File: config.mk
export PLATFORM = sky130hd
export DESIGN_NAME = ooo_scoreboard
export DESIGN_NICKNAME = d
export VERILOG_FILES = /design/src/rtl/ooo_scoreboard.sv
export SDC_FILE = /design/constraint.sdc
export NUM_CORES = 1
export LEC_CHECK = 0
export BUFFER_PORTS_ARGS = -buffer_cell sky130_fd_sc_hd__buf_2
export CAP_MARGIN = 0
export CORE_MARGIN = 2
export CORE_UTILIZATION = 60
export CTS_CLUSTER_DIAMETER = 150
export CTS_CLUSTER_SIZE = 12
export DETAILED_ROUTE_END_ITERATION = 8
export GPL_TIMING_DRIVEN = 0
export HOLD_SLACK_MARGIN = 0.05
export PLACE_DENSITY = 0.85
export SLEW_MARGIN = 20
export SYNTH_ARGS = -nofsm -noshare
export SYNTH_HDL_FRONTEND = slang
export SYNTH_SLANG_ARGS = --single-unit
export TNS_END_PERCENT = 20
File: constraint.sdc
create_clock -name clock -period 25.8 [get_ports clock]
set_clock_uncertainty 0.2 [all_clocks]
set_input_delay 5.16 -clock clock [delete_from_list [all_inputs] [get_ports clock]]
set_output_delay 5.16 -clock clock [all_outputs]
set_load 0.03 [all_outputs]
File: src/rtl/ooo_scoreboard.sv
`default_nettype none
// ============================================================================
// ooo_scoreboard : in-order issue / out-of-order writeback / in-order commit
//   tracker with rs1/rs2 operand lookup; forwarding enabled by SB_FORWARD_EN.
// Revision: 1.0
// ============================================================================

package OoO_pkg;
  localparam int ScoreboardDepth = 4;
  localparam int ScoreboardIndex = 2;
  localparam int WriteBackPorts  = 2;

  typedef enum logic [2:0] {
    FU_NONE   = 3'd0,
    FU_ALU    = 3'd1,
    FU_LSU    = 3'd2,
    FU_MULT   = 3'd3,
    FU_BRANCH = 3'd4
  } fu_t;

  typedef struct packed {
    fu_t                        fu;
    logic [7:0]                 op;
    logic [4:0]                 rs1;
    logic [4:0]                 rs2;
    logic [4:0]                 rd;
    logic [31:0]                result;
    logic [ScoreboardIndex-1:0] trans_id;
  } decoder_t;

  typedef struct packed {
    logic                       valid;
    logic [ScoreboardIndex-1:0] idx;
    logic [31:0]                data;
    logic                       ex_valid;
  } writeback_t;
endpackage

module ooo_scoreboard #(
  parameter int NR_ENTRIES = OoO_pkg::ScoreboardDepth,
  parameter int IDX_W      = OoO_pkg::ScoreboardIndex,
  parameter int NR_WB      = OoO_pkg::WriteBackPorts
) (
  input  logic                clock,
  input  logic                reset,
  input  logic                flush_i,
  input  logic                issue_valid_i,
  input  OoO_pkg::decoder_t   issue_instr_i,
  output logic                issue_ready_o,
  output logic [IDX_W-1:0]    issue_id_o,
  input  OoO_pkg::writeback_t wb_i [NR_WB],
  input  logic [4:0]          rs1_i,
  input  logic [4:0]          rs2_i,
  output logic                rs1_busy_o,
  output logic                rs2_busy_o,
  output logic                rs1_fwd_o,
  output logic                rs2_fwd_o,
  output logic [31:0]         rs1_data_o,
  output logic [31:0]         rs2_data_o,
  output logic                commit_valid_o,
  output OoO_pkg::decoder_t   commit_instr_o,
  output logic                commit_ex_o,
  input  logic                commit_ack_i,
  output logic                full_o
);

  logic [NR_ENTRIES-1:0] valid_q, valid_d;
  logic [NR_ENTRIES-1:0] done_q, done_d;
  logic [NR_ENTRIES-1:0] ex_q, ex_d;
  OoO_pkg::decoder_t     instr_q [NR_ENTRIES];
  OoO_pkg::decoder_t     instr_d [NR_ENTRIES];
  logic [IDX_W-1:0]      issue_ptr_q, issue_ptr_d;
  logic [IDX_W-1:0]      commit_ptr_q, commit_ptr_d;
  logic [IDX_W:0]        count_q, count_d;

  logic                  w_issue;
  logic                  w_commit;
  logic [4:0]            w_rs   [2];
  logic                  w_busy [2];
  logic                  w_fwd  [2];
  logic [31:0]           w_data [2];

  assign full_o         = (count_q == (IDX_W+1)'(NR_ENTRIES));
  assign issue_ready_o  = !full_o;
  assign issue_id_o     = issue_ptr_q;
  assign w_issue        = issue_valid_i & issue_ready_o;
  assign commit_valid_o = valid_q[commit_ptr_q] & done_q[commit_ptr_q];
  assign commit_ex_o    = ex_q[commit_ptr_q];
  assign commit_instr_o = instr_q[commit_ptr_q];
  assign w_commit       = commit_valid_o & commit_ack_i;

  always_comb begin
    valid_d      = valid_q;
    done_d       = done_q;
    ex_d         = ex_q;
    instr_d      = instr_q;
    issue_ptr_d  = issue_ptr_q;
    commit_ptr_d = commit_ptr_q;
    count_d      = count_q;

    // Highest port first so the lowest-numbered port overwrites on a collision.
    for (int k = NR_WB - 1; k >= 0; k--) begin
      if (wb_i[k].valid && valid_q[wb_i[k].idx] && !done_q[wb_i[k].idx]) begin
        done_d[wb_i[k].idx]         = 1'b1;
        ex_d[wb_i[k].idx]           = wb_i[k].ex_valid;
        instr_d[wb_i[k].idx].result = wb_i[k].data;
      end
    end

    if (w_commit) begin
      valid_d[commit_ptr_q] = 1'b0;
      commit_ptr_d          = commit_ptr_q + IDX_W'(1);
    end

    // Issue slot is never valid here, so no writeback can target it this cycle.
    if (w_issue) begin
      valid_d[issue_ptr_q]          = 1'b1;
      done_d[issue_ptr_q]           = (issue_instr_i.fu == OoO_pkg::FU_NONE);
      ex_d[issue_ptr_q]             = 1'b0;
      instr_d[issue_ptr_q]          = issue_instr_i;
      instr_d[issue_ptr_q].trans_id = issue_ptr_q;
      issue_ptr_d                   = issue_ptr_q + IDX_W'(1);
    end

    case ({w_issue, w_commit})
      2'b10:   count_d = count_q + (IDX_W+1)'(1);
      2'b01:   count_d = count_q - (IDX_W+1)'(1);
      default: count_d = count_q;
    endcase

    if (flush_i) begin
      valid_d      = '0;
      done_d       = '0;
      ex_d         = '0;
      issue_ptr_d  = '0;
      commit_ptr_d = '0;
      count_d      = '0;
    end
  end

  always_ff @(posedge clock or posedge reset) begin
    if (reset) begin
      valid_q      <= '0;
      done_q       <= '0;
      ex_q         <= '0;
      issue_ptr_q  <= '0;
      commit_ptr_q <= '0;
      count_q      <= '0;
      for (int i = 0; i < NR_ENTRIES; i++) begin
        instr_q[i] <= '0;
      end
    end else begin
      valid_q      <= valid_d;
      done_q       <= done_d;
      ex_q         <= ex_d;
      issue_ptr_q  <= issue_ptr_d;
      commit_ptr_q <= commit_ptr_d;
      count_q      <= count_d;
      for (int i = 0; i < NR_ENTRIES; i++) begin
        instr_q[i] <= instr_d[i];
      end
    end
  end

  assign w_rs[0] = rs1_i;
  assign w_rs[1] = rs2_i;

  // Walk oldest to youngest so the last match is the youngest producer.
  always_comb begin
    for (int p = 0; p < 2; p++) begin
      w_busy[p] = 1'b0;
      w_fwd[p]  = 1'b0;
      w_data[p] = '0;
      for (int i = 0; i < NR_ENTRIES; i++) begin
        if (valid_q[commit_ptr_q + IDX_W'(i)] &&
            (instr_q[commit_ptr_q + IDX_W'(i)].rd == w_rs[p]) &&
            (w_rs[p] != 5'd0)) begin
          w_busy[p] = 1'b1;
`ifdef SB_FORWARD_EN
          w_fwd[p]  = done_q[commit_ptr_q + IDX_W'(i)];
          w_data[p] = instr_q[commit_ptr_q + IDX_W'(i)].result;
`else
          w_fwd[p]  = 1'b0;
          w_data[p] = '0;
`endif
        end
      end
    end
  end

  assign rs1_busy_o = w_busy[0];
  assign rs2_busy_o = w_busy[1];
  assign rs1_fwd_o  = w_fwd[0];
  assign rs2_fwd_o  = w_fwd[1];
  assign rs1_data_o = w_data[0];
  assign rs2_data_o = w_data[1];

endmodule

`default_nettype wire

==> results of run 1 <==
## cells by family (layout without fill, tap and decap cells)
logic type      count (synthesis)  count (layout)  share of synthesized area (%)
simple gates                  657             657                           17.0
compound gates                277             277                           9.15
flops                         258             258                           42.2
mux                           216             216                           21.0
buf+inv                       204             433                           7.08
xor+xnor                       44              44                           2.52
fa+ha+maj                      12              12                           1.03
other cells                     1              78                         0.0245
## per-stage QoR
step / power (W) / cell area (um2) / hold slack, ns / cells
6_report: 0.00145 / 17700 / 0.270 / 2305
5_1_grt: 0.00152 / 17700 / 0.292 / 2301
4_1_cts: 0.00143 / 17700 / 0.272 / 2293
3_5_place_dp: 0.00111 / 17000 / 0.258 / 2267
3_3_place_gp: 0.00107 / 17000 / 0.252 / 2265
2_1_floorplan: 0.000969 / 15600 / 0.240 / 1734
## critical path: stages
cell and delay, ns:
buf_1 0.28, xor2_1 0.13, nor4_1 0.38, nand3_1 0.13, nand4_1 0.11, o21a_1 0.12
buf_2 0.18
## how the worst max path moves through the flow
| stage | start | slack, ns | endpoint | cells past startpoint |
|---|---|---|---|---|
| global placement | reset | 10.49 | instr_q[111] | 2 |
| floorplan | reset | 13.34 | commit_ptr_q[0] | 1 |
| global route | rs1_i[4] | 13.89 | rs1_busy_o | 7 |
| finish | rs1_i[4] | 13.95 | rs1_busy_o | 7 |
| CTS | rs1_i[4] | 14.01 | rs1_busy_o | 7 |
| detailed placement | rs1_i[4] | 14.02 | rs1_busy_o | 7 |
## registers in the layout, indices dropped and copies added (netlist names)
| signal | count |
|---|---|
| commit_ptr_q | 2 |
| count_q | 3 |
| done_q | 4 |
| ex_q | 4 |
| instr_q | 239 |
| issue_id_o | 2 |
| valid_q | 4 |
## power by group
group          total, W  internal, W  switching, W
Combinational  0.000488     0.000202      0.000287
Sequential     0.000632     0.000545     0.0000877
Clock          0.000325     0.000170      0.000155
## routing by layer
layer | wire length (um) | track usage, % | part of all wire (%)
met2 | 23100 | 58.0 | 46
met1 | 17500 | 48.6 | 35
met5 | 27 | 0 | 0.054
met3 | 6840 | 9.44 | 14
met4 | 2990 | 21.9 | 5.9
## layout by cell type, fill, tap and decap left out, drive strengths merged, types with 32 or more instances in the layout
master    n
a21oi   102
buf     315
clkbuf  106
conb     66
dfrtp   258
mux2i   135
mux4     81
nand2   492
nor2    113
o21ai   170
xor2     32
## area by class of cell
class                      instances  area share [%]
clock inverter                     1          0.0495
timing repair buffer             203            6.00
multi-input combinational       1272            45.3
buffer                           193            5.89
inverter                          11           0.276
clock buffer                      25            3.54
antenna                           12           0.170
sequential                       258            36.5
tap                              330            2.33
==> impl_metrics.tcl, run 1 <==
set metrics [dict create \
    status "finished clean" \
    cts_tree "done" \
    drv_cap 0 \
    syn-instance-count 1669 \
    crit_path_end_kind "primary output" \
    hold_path_end "instr_q[39]" \
    layout-drive-gt1-share_pct 20.5 \
    drtAntennaViolNets 0 \
    fmax_mhz 84.4 \
    drt_first_pass_iters 7 \
    syn_avg_cell_area_um2 9.17 \
    p_leak_nw 8.83 \
    start_util_pct 61.0 \
    wl_per_cell_um 21.9 \
    clock_latency_ns 0.53 \
    crit_required_ns 20.44 \
    ioPinCount 281 \
    slew_violations 0 \
    viasPerCell 6.31 \
    synth_common_cells "nand2_1 (491), dfrtp_1 (258), o21ai_0 (160), mux2i_1 (135), nor2_1 (113)" \
    synth_top_area_share_pct 42.2 \
    path_clk_slew_ns 0.06 \
    dieHeight_um 164 \
    period_share_pct 45.9 \
    grt_pass1_wl_mm 77.5 \
    setup_violations 0 \
    worstMarginPinSlew_ns 1.20 \
    routabilityCongestion 0.960 \
    h-tree-depth 1 \
    worst_slack_ns 13.95 \
    wl_mm 50.5 \
    hold_viol_final 0 \
    final_util_pct 70.5 \
    pre_cts_slack_ns 14.02 \
    synth.most_common_cell "nand2_1" \
    area_growth_pct 15.6 \
    num_rows 58 \
    n_fill_cell 1877 \
    power_density_mw_per_mm2 81.7 \
    grt-ovfl-total 0 \
    synthTopCellsByArea "dfrtp_1 (42%), nand2_1 (12%), mux4_2 (10%)" \
    grt_pass1_vias 14500 \
    ys_seq_area_share_pct 42.2 \
    drcViolationCount 0 \
    regArea_mm2 0.00646 \
    root_buffer "clkbuf_16" \
    async_flop_share_pct 100 \
    r2r_slack_ns 21.90 \
    postCtsSetupBuffers 0 \
    clock-sinks 258 \
    cts_resized 0 \
    crit_arrival_ns 6.49 \
    critPathKind "input port to primary output" \
    hp-class "flip-flop to flip-flop" \
    num_vias 14600 \
    crit_fanout 5 \
    max-vdd-ir-drop_v 0.0000609 \
    reg2regPathDepth 9 \
    final.setup.tns_ns 0 \
    yosysWarningCount 0 \
    multi_input_comb_area_mm2 0.00801 \
    core-area_mm2 0.0251 \
    slew_headroom_pct 19.8 \
    ys_ff_latch 258 \
    crit_path_start_kind "input port" \
    dpl.hpwl_mm 34.0 \
    hold_start "instr_q[39]" \
    portBuffers 201 \
    grt_usage_pct 37.6 \
    synth_edf_count 0 \
    synth_cell_types 41 \
    first_iter_violations 1991 \
    holdPathStages 2 \
    synth.cell_area_mm2 0.0153 \
    antenna_found_initial 14 \
    r2r-start "commit_ptr_q[1]" \
    synth_area_leader_cell "dfrtp_1" \
    nNetsFinal 2123 \
    clock_path_buffers 3 \
    rsz0062_at_grt "false" \
    cts_buffers 25 \
    fp.dieW_um 164 \
    die_area_mm2 0.0268 \
    min_period_ns 11.85 \
    cts_hold_buf 0 \
    rr_endpoint "commit_ptr_q[1]" \
    ys.flop_type "dfrtp_1" \
    grt_max_degree 98 \
]
No activity file was read; power rests on OpenSTA's default activity.
==> run 2: changes to the inputs <==
ABC_AREA = 1   (was not set)
CORE_UTILIZATION = 58   (was 60)
PLACE_DENSITY = 0.81   (was 0.85)
clock period = 11.85 ns   (was 25.8 ns; I/O delays follow)
==> impl_metrics.tcl, run 2 <==
set metrics [dict create \
    dpl.hpwl_mm 54.0 \
    crit_path_start_kind "flip-flop" \
    grt_pass1_wl_mm 118 \
    start_util_pct 58.7 \
    synth_cell_types 31 \
    fp.dieW_um 179 \
    synth-compound-area-share_pct 11.7 \
    area_growth_pct 14.2 \
    power_density_mw_per_mm2 166 \
    wl_per_cell_um 23.1 \
    drcViolationCount 0 \
    dieHeight_um 179 \
    cp_slowest_cell "clkbuf_1" \
    clock_latency_ns 0.58 \
    wl_mm 79.3 \
    cts_buffers 25 \
    nNetsFinal 3190 \
    cts_resized 0 \
    synthTopCellsByArea "dfrtp_1 (36%), nand2_1 (20%), nand3_1 (10%)" \
    hold_viol_final 0 \
    n_fill_cell 2790 \
    crit_cells 17 \
    crit_path_end_kind "primary output" \
    synthMuxAreaShare_pct 1.95 \
    holdPathStages 2 \
    h-tree-depth 1 \
    layout-drive-gt1-share_pct 14.1 \
    final.setup.tns_ns 0 \
    status "finished clean" \
    crit_arrival_ns 5.66 \
    synth_edf_count 0 \
    critPathKind "flip-flop to primary output" \
    rsz0062_at_grt "false" \
    cpPeakStageDelay_ns 0.86 \
    viasPerCell 6.38 \
    synth_area_leader_cell "dfrtp_1" \
    min_period_ns 8.23 \
    first_iter_violations 3726 \
    p_leak_nw 10.8 \
    routabilityCongestion 1.04 \
    synth_adder_area_share_pct 0.883 \
    ys_seq_area_share_pct 36.2 \
    synthXorXnorAreaFrac_pct 0.0490 \
    antenna_found_initial 4 \
    crit_required_ns 9.28 \
    die_area_mm2 0.0322 \
    slew_headroom_pct 14.6 \
    syn-instance-count 2725 \
    grt_usage_pct 47.3 \
    slew_violations 0 \
    ioPinCount 281 \
    final_cell_mix "nand2_1 (955), nand3_1 (359), o21ai_0 (316)" \
    syn_avg_cell_area_um2 6.55 \
    ys.flop_type "dfrtp_1" \
    yosysWarningCount 0 \
    cts_tree "done" \
    critPathTopFamily "buffers and inverters" \
    clock-sinks 258 \
    drtAntennaViolNets 0 \
    grt_pass1_vias 20400 \
    path_clk_slew_ns 0.07 \
    reg2regPathDepth 9 \
    synth_common_cells "nand2_1 (955), nand3_1 (359), o21ai_0 (316), dfrtp_1 (258), nor2_1 (146)" \
    synth_top_family_by_area "simple AND/OR/NAND/NOR gates" \
    crit_fanout 11 \
    root_buffer "clkbuf_16" \
    num_rows 64 \
    largest_reg_flops 239 \
    synth.most_common_cell "nand2_1" \
    clock_path_buffers 3 \
    max-vdd-ir-drop_v 0.000102 \
    cts_hold_buf 0 \
    largest-register "instr_q" \
    finalPower_w 0.00339 \
    crit_buf_inv 8 \
    ys_ff_latch 258 \
    synth_top_area_share_pct 36.2 \
    portBuffers 212 \
    fmax_mhz 122 \
    path_cells "buf_2 > clkinv_1 > buf_2 > clkbuf_1 > clkbuf_1 > ha_1 > inv_1 > clkbuf_1 > nand3_1 > nand3_1 > nand2_1 > nor2_1 > nand3_1 > nand2_1 > nor2_1 > nor2_1 > buf_2" \
    num_vias 21900 \
    period_share_pct 69.5 \
    grt-ovfl-total 0 \
    hp-class "flip-flop to flip-flop" \
    setup_violations 0 \
    drv_cap 0 \
    async_flop_share_pct 100 \
    postCtsSetupBuffers 0 \
    synthSimpleGateAreaFrac_pct 38.6 \
    core-area_mm2 0.0304 \
    synth.cell_area_mm2 0.0179 \
    final_common_cell "nand2_1" \
    worstMarginPinSlew_ns 1.28 \
    grt_max_degree 96 \
    drt_first_pass_iters 9 \
]
-- run 2: cell types whose count changed in the layout (fill, tap and decap cells not counted), moves of 33 or more --
cell      delta
buf_2       +46
a21oi_1     -82
mux2i_1    -135
nand3_1    +348
mux4_2      -71
nand2_1    +464
nor2_1      +33
o21ai_0    +156
inv_1      +124
o22ai_1     +53
nand4_1    +129
clkbuf_1    +40
-- run 2: where the power goes --
part / total [W] / internal, W / switching, W
Combinational: 0.00126 / 0.000441 / 0.000816
Sequential: 0.00139 / 0.00117 / 0.000218
Clock: 0.000744 / 0.000375 / 0.000369
-- run 2: layer usage --
metal	up-vias	global-route usage [%]	part of all wire, %
met5	-	0	0
met4	0	31.7	8.1
met3	477	14.5	16
met2	2051	69.9	42
met1	9866	59.7	34
li1	9498	-	-
-- run 2: worst paths after layout --
| kind | slack [ns] | startpoint | to |
|---|---|---|---|
| worst min register to register | 0.28 | instr_q[170] | instr_q[170] |
| min in group asynchronous | 1.71 | reset | instr_q[214] |
| worst max register to register | 7.64 | commit_ptr_q[1] | commit_ptr_q[1] |
| worst min-delay path | 0.28 | instr_q[170] | instr_q[170] |
| worst max-delay path | 3.62 | commit_ptr_q[1] | rs1_busy_o |
| max in group asynchronous | 8.75 | reset | instr_q[197] |
-- run 2: cell families after synthesis --
| logic type | count (synthesis) |
|---|---|
| other cells | 1 |
| mux | 31 |
| compound gates | 401 |
| fa+ha+maj | 12 |
| flops | 258 |
| simple gates | 1609 |
| buf+inv | 412 |
| xor+xnor | 1 |
-- run 2: tightest hold or removal path: cells and delay by family (launching register included) --
family / cells / cell delay [ns]
flops: 1 / 0.34
compound gates: 1 / 0.06
simple gates: 1 / 0.05
-- run 2: final cells by class --
type	count	area [um2]	share of cell area, %
tap	396	495	2.43
clock inverter	2	28.8	0.141
multi-input combinational	2120	9740	47.8
sequential	258	6460	31.7
buffer	264	1350	6.62
clock buffer	25	626	3.07
antenna	4	10.0	0.0491
timing repair buffer	214	1120	5.47
inverter	148	563	2.76
-- run 2: stage by stage --
step / utilization, % / area [um2] / worst slack [ns] / hold slack [ns] / cells
global placement: 64.6 / 19700 / -0.901 / 0.261 / 3398
floorplan: - / 18100 / 2.18 / 0.248 / 2790
detailed placement: 64.8 / 19700 / 4.58 / 0.268 / 3400
CTS: 67.0 / 20400 / 3.97 / 0.283 / 3427
finish: 67.0 / 20400 / 3.62 / 0.281 / 3431
global route: 67.0 / 20400 / 3.63 / 0.303 / 3429
